`config.mk`:
```
export PLATFORM = sky130hd
export DESIGN_NAME = tm_mem_arbiter
export DESIGN_NICKNAME = d
export VERILOG_FILES = /design/src/rtl/tm_mem_arbiter.sv
export SDC_FILE = /design/constraint.sdc
export NUM_CORES = 1
export LEC_CHECK = 0
export BUFFER_PORTS_ARGS = -buffer_cell sky130_fd_sc_hd__buf_4
export CORE_MARGIN = 2
export CORE_UTILIZATION = 40
export CTS_BUF_LIST = sky130_fd_sc_hd__clkbuf_4 sky130_fd_sc_hd__clkbuf_8
export DETAILED_ROUTE_END_ITERATION = 10
export HOLD_SLACK_MARGIN = 0.05
export MAX_ROUTING_LAYER = met4
export PLACE_DENSITY = 0.89
export RECOVER_POWER = 100
export SLEW_MARGIN = 20
export SYNTH_ARGS = -nofsm -noshare
export SYNTH_HDL_FRONTEND = slang
export SYNTH_SLANG_ARGS = --single-unit
```
`constraint.sdc`:
```
create_clock -name clock -period 2 [get_ports clock]
set_input_delay 0.3 -clock clock [delete_from_list [all_inputs] [get_ports clock]]
set_output_delay 0.3 -clock clock [all_outputs]
set_load 0.02 [all_outputs]
```
`src/rtl/tm_mem_arbiter.sv`:
```
// tm_mem_arbiter: shares one single-port program/tape memory (1-cycle
// synchronous read) among three requesters. One access is issued per cycle.
// A requester may hold ownership across cycles by asserting lock, but only
// for a bounded number of cycles. This lets the compute sequencer do an
// atomic read-modify-write.
//
// Build option: define TM_ARB_ROUND_ROBIN_EN to make requesters 1 and 2
// alternate. When it is not defined, the priority is fixed at 0 > 1 > 2.
//
// Ports:
//   clock, reset        rising-edge clock, asynchronous active-low reset
//   req/lock/we [2:0]   per-requester request, lock-hold and write flags
//   addrN, wdataN       per-requester address and write data
//   gnt [2:0]           one-hot grant (combinational, same cycle)
//   rvalid [2:0]        one-hot read return, one cycle after a granted read
//   rdata               read data, qualified by rvalid (zero otherwise)
//   lock_abort          pulse in the cycle a lock is forcibly ended
//   mem_re/we/addr/wdata/rdata  memory interface
module tm_mem_arbiter #(
  parameter int unsigned DW       = 4,
  parameter int unsigned W        = 64,
  parameter int unsigned AW       = $clog2(W),
  parameter int unsigned LOCK_MAX = 15
) (
  input  logic          clock,
  input  logic          reset,
  input  logic [2:0]    req,
  input  logic [2:0]    lock,
  input  logic [2:0]    we,
  input  logic [AW-1:0] addr0,
  input  logic [AW-1:0] addr1,
  input  logic [AW-1:0] addr2,
  input  logic [DW-1:0] wdata0,
  input  logic [DW-1:0] wdata1,
  input  logic [DW-1:0] wdata2,
  output logic [2:0]    gnt,
  output logic [2:0]    rvalid,
  output logic [DW-1:0] rdata,
  output logic          lock_abort,
  output logic          mem_re,
  output logic          mem_we,
  output logic [AW-1:0] mem_addr,
  output logic [DW-1:0] mem_wdata,
  input  logic [DW-1:0] mem_rdata
);

  localparam int unsigned CW = 8;
  localparam logic [CW-1:0] LOCK_LIM = CW'(LOCK_MAX);

  typedef enum logic {ST_IDLE = 1'b0, ST_LOCKED = 1'b1} state_t;

  state_t        state_q, state_d;
  logic [2:0]    owner_q, owner_d;   // one-hot lock owner
  logic [CW-1:0] cnt_q, cnt_d, cnt_inc;
  logic [2:0]    rvalid_q, rvalid_d;
  logic [2:0]    win_oh;

`ifdef TM_ARB_ROUND_ROBIN_EN
  logic       ptr2_q, ptr2_d;        // 1: requester 2 wins a 1-vs-2 tie
  logic [1:0] rel12;                 // requester 1/2 finishing ownership
`endif

  // IDLE arbitration winner
  always_comb begin
    win_oh = '0;
    if (req[0]) begin
      win_oh = 3'b001;
`ifdef TM_ARB_ROUND_ROBIN_EN
    end else if (req[1] && req[2]) begin
      win_oh = ptr2_q ? 3'b100 : 3'b010;
`endif
    end else if (req[1]) begin
      win_oh = 3'b010;
    end else if (req[2]) begin
      win_oh = 3'b100;
    end
  end

  // Next state, grant and abort
  always_comb begin
    state_d    = state_q;
    owner_d    = owner_q;
    cnt_d      = cnt_q;
    gnt        = '0;
    lock_abort = 1'b0;
    cnt_inc    = (cnt_q == '1) ? cnt_q : cnt_q + CW'(1);
    case (state_q)
      ST_IDLE: begin
        gnt = win_oh;
        if (|(win_oh & lock)) begin
          // A one-cycle budget is used up by this grant.
          if (CW'(1) >= LOCK_LIM) begin
            lock_abort = 1'b1;
          end else begin
            state_d = ST_LOCKED;
            owner_d = win_oh;
            cnt_d   = CW'(1);
          end
        end
      end
      ST_LOCKED: begin
        if (|(req & owner_q)) begin
          gnt   = owner_q;
          cnt_d = cnt_inc;
          if (!(|(lock & owner_q)) || (cnt_inc >= LOCK_LIM)) begin
            lock_abort = |(lock & owner_q);
            state_d    = ST_IDLE;
            owner_d    = '0;
            cnt_d      = '0;
          end
        end else begin
          // The owner withdrew, so nothing is granted this cycle.
          state_d = ST_IDLE;
          owner_d = '0;
          cnt_d   = '0;
        end
      end
      default: begin
        state_d = ST_IDLE;
        owner_d = '0;
        cnt_d   = '0;
      end
    endcase
    // Keep every combinational output quiet while reset is asserted.
    if (!reset) begin
      gnt        = '0;
      lock_abort = 1'b0;
    end
  end

`ifdef TM_ARB_ROUND_ROBIN_EN
  // The pointer moves away from requester 1 or 2 once its ownership ends.
  always_comb begin
    rel12 = '0;
    if (state_d == ST_IDLE) begin
      rel12 = (state_q == ST_IDLE) ? win_oh[2:1] : owner_q[2:1];
    end
    ptr2_d = ptr2_q;
    if (rel12[0]) begin
      ptr2_d = 1'b1;
    end else if (rel12[1]) begin
      ptr2_d = 1'b0;
    end
  end

  always_ff @(posedge clock or negedge reset) begin
    if (!reset) ptr2_q <= 1'b0;
    else        ptr2_q <= ptr2_d;
  end
`endif

  // Memory request mux
  always_comb begin
    mem_addr  = '0;
    mem_wdata = '0;
    if (gnt[0]) begin
      mem_addr  = addr0;
      mem_wdata = wdata0;
    end else if (gnt[1]) begin
      mem_addr  = addr1;
      mem_wdata = wdata1;
    end else if (gnt[2]) begin
      mem_addr  = addr2;
      mem_wdata = wdata2;
    end
  end

  assign mem_re   = |(gnt & ~we);
  assign mem_we   = |(gnt & we);
  assign rvalid_d = gnt & ~we;
  assign rvalid   = rvalid_q;
  // The memory's output register is the pipeline stage, so its data is
  // passed through only in the cycle it belongs to a requester.
  assign rdata    = (|rvalid_q) ? mem_rdata : '0;

  always_ff @(posedge clock or negedge reset) begin
    if (!reset) begin
      state_q  <= ST_IDLE;
      owner_q  <= '0;
      cnt_q    <= '0;
      rvalid_q <= '0;
    end else begin
      state_q  <= state_d;
      owner_q  <= owner_d;
      cnt_q    <= cnt_d;
      rvalid_q <= rvalid_d;
    end
  end

endmodule
```
==> impl_metrics.py, run 1 <==
metrics = {
    "pwr": {
        "p_sw_w": 0.000381,
        "p_leak_nw": 0.897,
        "pwr-share-seq_pct": 33.3,
        "ir_drop_uv": 456,
        "p_sw_share_pct": 37.2,
        "p_int_w": 0.000643,
        "p_comb_share_pct": 48.5,
        "clock_power_share_pct": 18.2,
        "powerDensity_nw_per_um2": 533,
    },
    "floorplanning": {
        "start_util_pct": 40.9,
        "ios": 68,
        "die_area_um2": 3180,
        "rows": 19,
        "die_x_um": 56.4,
        "die_y_um": 56.4,
        "fp.coreArea_um2": 2690,
    },
    "placed_design": {
        "placed_cell_area_um2": 1730,
        "port_buffers": 67,
        "place.gp.congestion": 0.818,
        "hpwl_um": 2670,
        "place_inst": 237,
    },
    "sta": {
        "setup_viol": 15,
        "period_share_pct": 116,
        "tns_ps": -3590,
        "final-hold-violation-count": 0,
        "fin_ws_ps": -310,
        "max_freq_mhz": 433,
        "fin_hold_ws_ps": 160,
        "fin_crit_ps": 2310,
        "rsz0062_at_grt": "yes",
        "worstMarginPinSlew_ps": 737,
        "slew_headroom_pct": 50.7,
        "fin_skew_ps": 1.50,
        "slew_violations": 0,
    },
    "hold_path": {
        "hold_path.class": "input pin to flop",
        "hp-start": "we[1]",
        "hold_depth": 2,
        "whs_endpoint": "rvalid[1]",
    },
    "logic_synthesis": {
        "yosysSeqAreaShare_pct": 34.2,
        "synthesis.area_um2": 1100,
        "netlist_instances": 128,
        "synth_top_area_share_pct": 34.2,
        "synth_top_family_by_area": "compound AO/OA/AOI/OAI gates",
        "yosys_warnings": 0,
        "async_flop_share_pct": 100,
        "synth_top_flop_cell": "dfrtp_1",
        "ys_ff_latch": 15,
        "synth_fa_ha_area_share_pct": 1.14,
        "synth-edff-count": 0,
        "synth_mux_area_share_pct": 1.37,
        "synth_fp_nets": 174,
        "ys_types": 48,
        "avgSynthCellArea_um2": 8.58,
        "yosysTopAreaCell": "dfrtp_1",
        "synthTopCellsByArea": "dfrtp_1 34%, a32oi_1 8.0%, a21oi_1 6.8%",
        "synth-simple-area-share_pct": 24.0,
        "synth-compound-area-share_pct": 32.1,
        "synth-xor-area-share_pct": 1.59,
    },
    "global_routing": {
        "grt_max_degree": 21,
        "grt_pass1_vias": 1333,
        "gr-total-overflow": 0,
        "grt_usage_pct": 25.2,
        "antenna_found_initial": 0,
        "grt_first_pass_wirelength_um": 6090,
    },
    "setup_path": {
        "endpoint_kind": "primary output",
        "r2r_start": "owner_q[2]",
        "reg2regPathDepth": 8,
        "r2r-end": "owner_q[1]",
        "worstPathRequired_ps": 1700,
        "crit_type": "flop to primary output",
        "arrival_ps": 2010,
        "critPathLaunchType": "flop",
        "r2r_slack_ps": 50,
        "critPathMaxFanout": 10,
    },
    "final_layout": {
        "final_core_util_pct": 71.4,
        "antenna_cells": 0,
        "finalNetCount": 264,
        "instances_no_fill": 248,
        "drive_above_1_share_pct": 52.1,
        "fin_area_um2": 1920,
        "syn_to_final_growth_pct": 74.7,
    },
    "route": {
        "drc_errors": 0,
        "drt-initial-drc-count": 35,
        "dr_total_vias": 1410,
        "routed_via_density": 5.69,
        "postRouteAntennaNets": 0,
        "wl_um": 3890,
        "drtPass1Iterations": 6,
        "drt-wirelength-per-cell_um": 15.7,
    },
    "cts": {
        "cts_buffers": 3,
        "cts_tree": "yes",
        "cts.clk_slew.worst_paths_ps": 100,
        "cts.sinks": 15,
        "clk_latency_ps": 290,
        "cts_root_buf": "clkbuf_4",
        "cts_buffer_depth": 2,
        "htreeDepth": 1,
    },
    "job": {
        "drv_cap": 0,
    },
    "outcome": {
        "status": "finished with violations",
        "failed_checks": "negative setup slack",
    },
}
==> synthesized netlist by cell type, drive strengths merged, types with 2 or more instances <==
cell type	instances
a21boi	2
a21oi	15
a222oi	2
a22oi	2
a31oi	2
a32oi	10
and2	5
buf	8
dfrtp	15
inv	3
nand2	7
nand3	3
nor2	14
nor2b	8
nor3	3
o21ai	4
==> final cells by class <==
type	instances	area, um2
Clock buffer	3	22.5
Clock inverter	1	7.51
Fill cell	192	767
Inverter	3	11.3
Multi-Input combinational cell	103	749
Sequential cell	15	377
Tap cell	31	38.8
Timing Repair Buffer	92	713
==> power by group through the flow <==
stage	Clock [W]	Combinational [W]	Sequential [W]
after floorplan	0	0.000203	0.000347
after global placement	0	0.000430	0.000342
after detailed placement	0	0.000436	0.000343
after CTS	0.000189	0.000475	0.000338
after global routing	0.000209	0.000527	0.000344
final	0.000187	0.000496	0.000341
==> cells in the final DEF (no fill, tap or decap), types with 3 or more instances in the layout <==
master / netlist / final
buf_4: 2 / 80
dfrtp_1: 15 / 14
a21oi_1: 15 / 13
nor2_1: 13 / 9
a32oi_1: 10 / 8
nand2_1: 7 / 7
nor2b_1: 7 / 7
buf_6: 1 / 6
and2_1: 5 / 5
nor2_2: 0 / 4
clkbuf_1: 0 / 4
inv_1: 3 / 3
nor3_1: 3 / 3
clkbuf_4: 0 / 3
==> worst max path at each step <==
stage	from	end	slack, ps	cells after the start
after floorplan	state_q	mem_addr[0]	50	6
after global placement	req[0]	mem_re	-70	7
after detailed placement	req[0]	mem_re	-90	7
after CTS	owner_q[0]	mem_re	-270	6
after global routing	owner_q[2]	mem_re	-390	7
final	state_q	mem_addr[1]	-310	6
==> logic make-up after synthesis <==
kind of cell | Yosys count
AOI/OAI and AO/OA | 49
xor gates and xnor gates | 2
adders and majority gates | 1
buffers and inverters | 11
DFF | 15
muxes | 1
and+or+nand+nor | 49
==> per-stage QoR <==
stage / power, W / setup slack, ps
after floorplan: 0.000550 / 52.0
after global placement: 0.000772 / -65.9
after detailed placement: 0.000779 / -85.3
after CTS: 0.00100 / -267
after global routing: 0.00108 / -391
final: 0.00102 / -310
==> metal layers <==
layer | vias up | track usage, % | part of all wire (%)
li1 | 674 | - | -
met1 | 665 | 27.2 | 39
met2 | 65 | 47.6 | 54
met3 | 6 | 4.38 | 5.7
met4 | 0 | 5.78 | 0.80
met5 | - | - | 0
==> state kept, by name (all words and copies together) (netlist names) <==
signal	cells
cnt_q	8
owner_q	3
rvalid	3
state_q	1
==> repair_timing <==
| action | 4_1_cts | 5_1_grt |
|---|---|---|
| pin swaps | 7 | 6 |
| setup endpoints to repair | 16 | 21 |
| hold endpoints to repair | 15 | 0 |
| hold buffers | 1 | 0 |
| setup buffers | 5 | 3 |
| gates resized for setup | 13 | 15 |
| cloned | 1 | 0 |
==> worst max-delay path, stage by stage (launching register included) <==
cell	delay (ps)
dfrtp_2	460
or2_1	280
o22a_2	280
buf_4	190
a32oi_1	230
a21oi_1	110
buf_4	160
Power figures use the tool's default switching activity.
==> inputs of run 2 (changes only) <==
CTS_BUF_LIST = sky130_fd_sc_hd__clkbuf_8   (was sky130_fd_sc_hd__clkbuf_4 sky130_fd_sc_hd__clkbuf_8)
CTS_CLUSTER_SIZE = 12   (was unset)
==> run 2 against run 1 <==
The run still ends with negative setup slack left. Critical path depth increased by 1. Non-clock buffer count grew 1. Routed wire length up 1.4%. Register-to-register slack barely moved. Die area unchanged. Clock skew grew 1.8 ps.
==> impl_metrics.py, run 2 (same netlist as run 1, synthesis figures left out) <==
metrics = {
    "setup_path": {
        "r2r_start": "owner_q[2]",
        "r2r_slack_ps": 50,
        "cp-startpoint": "owner_q[2]",
        "critical-path-max-stage-delay_ps": 430,
        "cp_slowest_cell": "dfrtp_1",
        "crit_type": "flop to primary output",
        "critPathMaxFanout": 3,
        "arrival_ps": 1970,
        "timing.critical_path.cells": "buf_6 > a222oi_1 > o21ai_1 > nand3_2 > nor2_2 > or3_1 > buf_6",
        "reg2regPathDepth": 8,
        "critPathLaunchType": "flop",
        "endpoint_kind": "primary output",
        "worstPathRequired_ps": 1700,
        "r2r-end": "owner_q[1]",
        "critPathMostFrequentCell": "buf_6",
    },
    "outcome": {
        "status": "finished with violations",
        "failed_checks": "negative setup slack",
    },
    "global_routing": {
        "grt_first_pass_wirelength_um": 6240,
        "grt_usage_pct": 25.9,
        "use_met3_pct": 4.38,
        "grtUsageMet2_pct": 47.6,
        "busiest_layer": "met2",
        "grt_pass1_vias": 1370,
        "antenna_found_initial": 0,
        "use_met1_pct": 28.6,
        "grt_max_degree": 21,
        "gr-total-overflow": 0,
    },
    "placed_design": {
        "port_buffers": 67,
        "placed_cell_area_um2": 1730,
        "place.gp.congestion": 0.818,
        "hpwl_um": 2670,
        "place_inst": 237,
    },
    "floorplanning": {
        "die_area_um2": 3180,
        "die_x_um": 56.4,
        "ios": 68,
        "rows": 19,
        "start_util_pct": 40.9,
        "die_y_um": 56.4,
        "fp.coreArea_um2": 2690,
    },
    "final_layout": {
        "final_cell_mix": "81 x buf_4, 14 x dfrtp_1, 13 x a21oi_1",
        "n_fill_cell": 197,
        "drive_above_1_share_pct": 51.4,
        "syn_to_final_growth_pct": 76.3,
        "antenna_cells": 0,
        "final_common_cell": "buf_4",
        "finalNetCount": 265,
        "top_register": "cnt_q",
        "instances_no_fill": 249,
        "multiInputGateArea_um2": 749,
        "largest_reg_flops": 8,
        "fin_area_um2": 1940,
        "seqCellArea_um2": 377,
    },
    "job": {
        "drv_cap": 0,
    },
    "pwr": {
        "power_w": 0.00110,
        "p_leak_nw": 0.905,
        "ir_drop_uv": 485,
        "powerDensity_nw_per_um2": 567,
    },
    "sta": {
        "max_freq_mhz": 440,
        "slew_violations": 0,
        "fin_ws_ps": -274,
        "slew_headroom_pct": 46.6,
        "worstMarginPinSlew_ps": 797,
        "fin_skew_ps": 3.30,
        "fin_crit_ps": 2270,
        "final-hold-violation-count": 0,
        "setup_viol": 15,
        "period_share_pct": 114,
        "rsz0062_at_grt": "yes",
    },
    "route": {
        "drt-wirelength-per-cell_um": 15.8,
        "routed_via_density": 5.67,
        "drt-initial-drc-count": 40,
        "drc_errors": 0,
        "postRouteAntennaNets": 0,
        "wl_um": 3950,
        "dr_total_vias": 1413,
        "drtPass1Iterations": 5,
    },
    "hold_path": {
        "hold_depth": 2,
        "hp-start": "we[1]",
        "hold_path.class": "input pin to flop",
        "whs_endpoint": "rvalid[1]",
    },
    "cts": {
        "cts_buffers": 3,
        "htreeDepth": 1,
        "cts.clk_slew.worst_paths_ps": 70,
        "cts_tree": "yes",
        "cts_root_buf": "clkbuf_8",
        "clk_latency_ps": 250,
        "cts_buffer_depth": 2,
        "cts.sinks": 15,
    },
}
[run 2: changes by cell type in the layout (fill, tap and decap cells not counted), sizes merged]
cell	before	now
clkdlybuf4s25	1	0
clkbuf	7	8
buf	87	86
dlygate4sd3	0	2
[run 2: worst max-delay path: cells and delay by family, from the launching register on]
| kind | cells | cell delay, ps |
|---|---|---|
| buffers and inverters | 2 | 280 |
| AND/OR/NAND/NOR | 3 | 550 |
| flip-flops | 1 | 430 |
| AO/OA/AOI/OAI | 2 | 460 |
[run 2: final cells by class]
type | instances | area share (%)
multi-input combinational | 103 | 38.7
timing repair buffer | 93 | 36.8
sequential | 15 | 19.4
clock buffer | 3 | 2.13
tap | 31 | 2.00
inverter | 3 | 0.581
clock inverter | 1 | 0.388
[run 2: report_power, final]
group          total (W)  internal, W  leakage [nW]  switching [W]
Sequential      0.000341     0.000321         0.202      0.0000201
Combinational   0.000496     0.000245         0.681       0.000251
Clock           0.000260     0.000140        0.0217       0.000120
Total            0.00110     0.000707         0.905       0.000391
[run 2: worst max-delay path by stage]
stage	endpoint	cells past startpoint
5_1_grt	mem_re	7
2_1_floorplan	mem_addr[0]	6
6_report	mem_re	7
3_3_place_gp	mem_re	7
4_1_cts	mem_re	7
3_5_place_dp	mem_re	7
[run 2: stage by stage]
step           utilization [%]  setup WS (ps)  TNS, ps  hold WS (ps)
6_report                  72.1           -274    -3040           206
5_1_grt                   72.1           -345    -4330           207
4_1_cts                   70.7           -218    -2360           200
3_5_place_dp              64.5          -85.3     -646           142
3_3_place_gp              64.5          -65.9     -368           141
2_1_floorplan                -           52.0        0          4.41
[run 2: timing repair]
action / in CTS / in global routing
pin swaps: 7 / 6
hold endpoints to repair: 9 / 0
endpoints found under the setup margin: 16 / 21
setup buffers: 5 / 3
resized for setup: 13 / 12
hold buffers: 2 / 0
cloned: 1 / 0
[run 2: routing by layer]
layer	vias up	routed length (um)
met5	-	0
met4	0	63
met3	8	245
met2	69	2070
met1	666	1560
li1	670	-
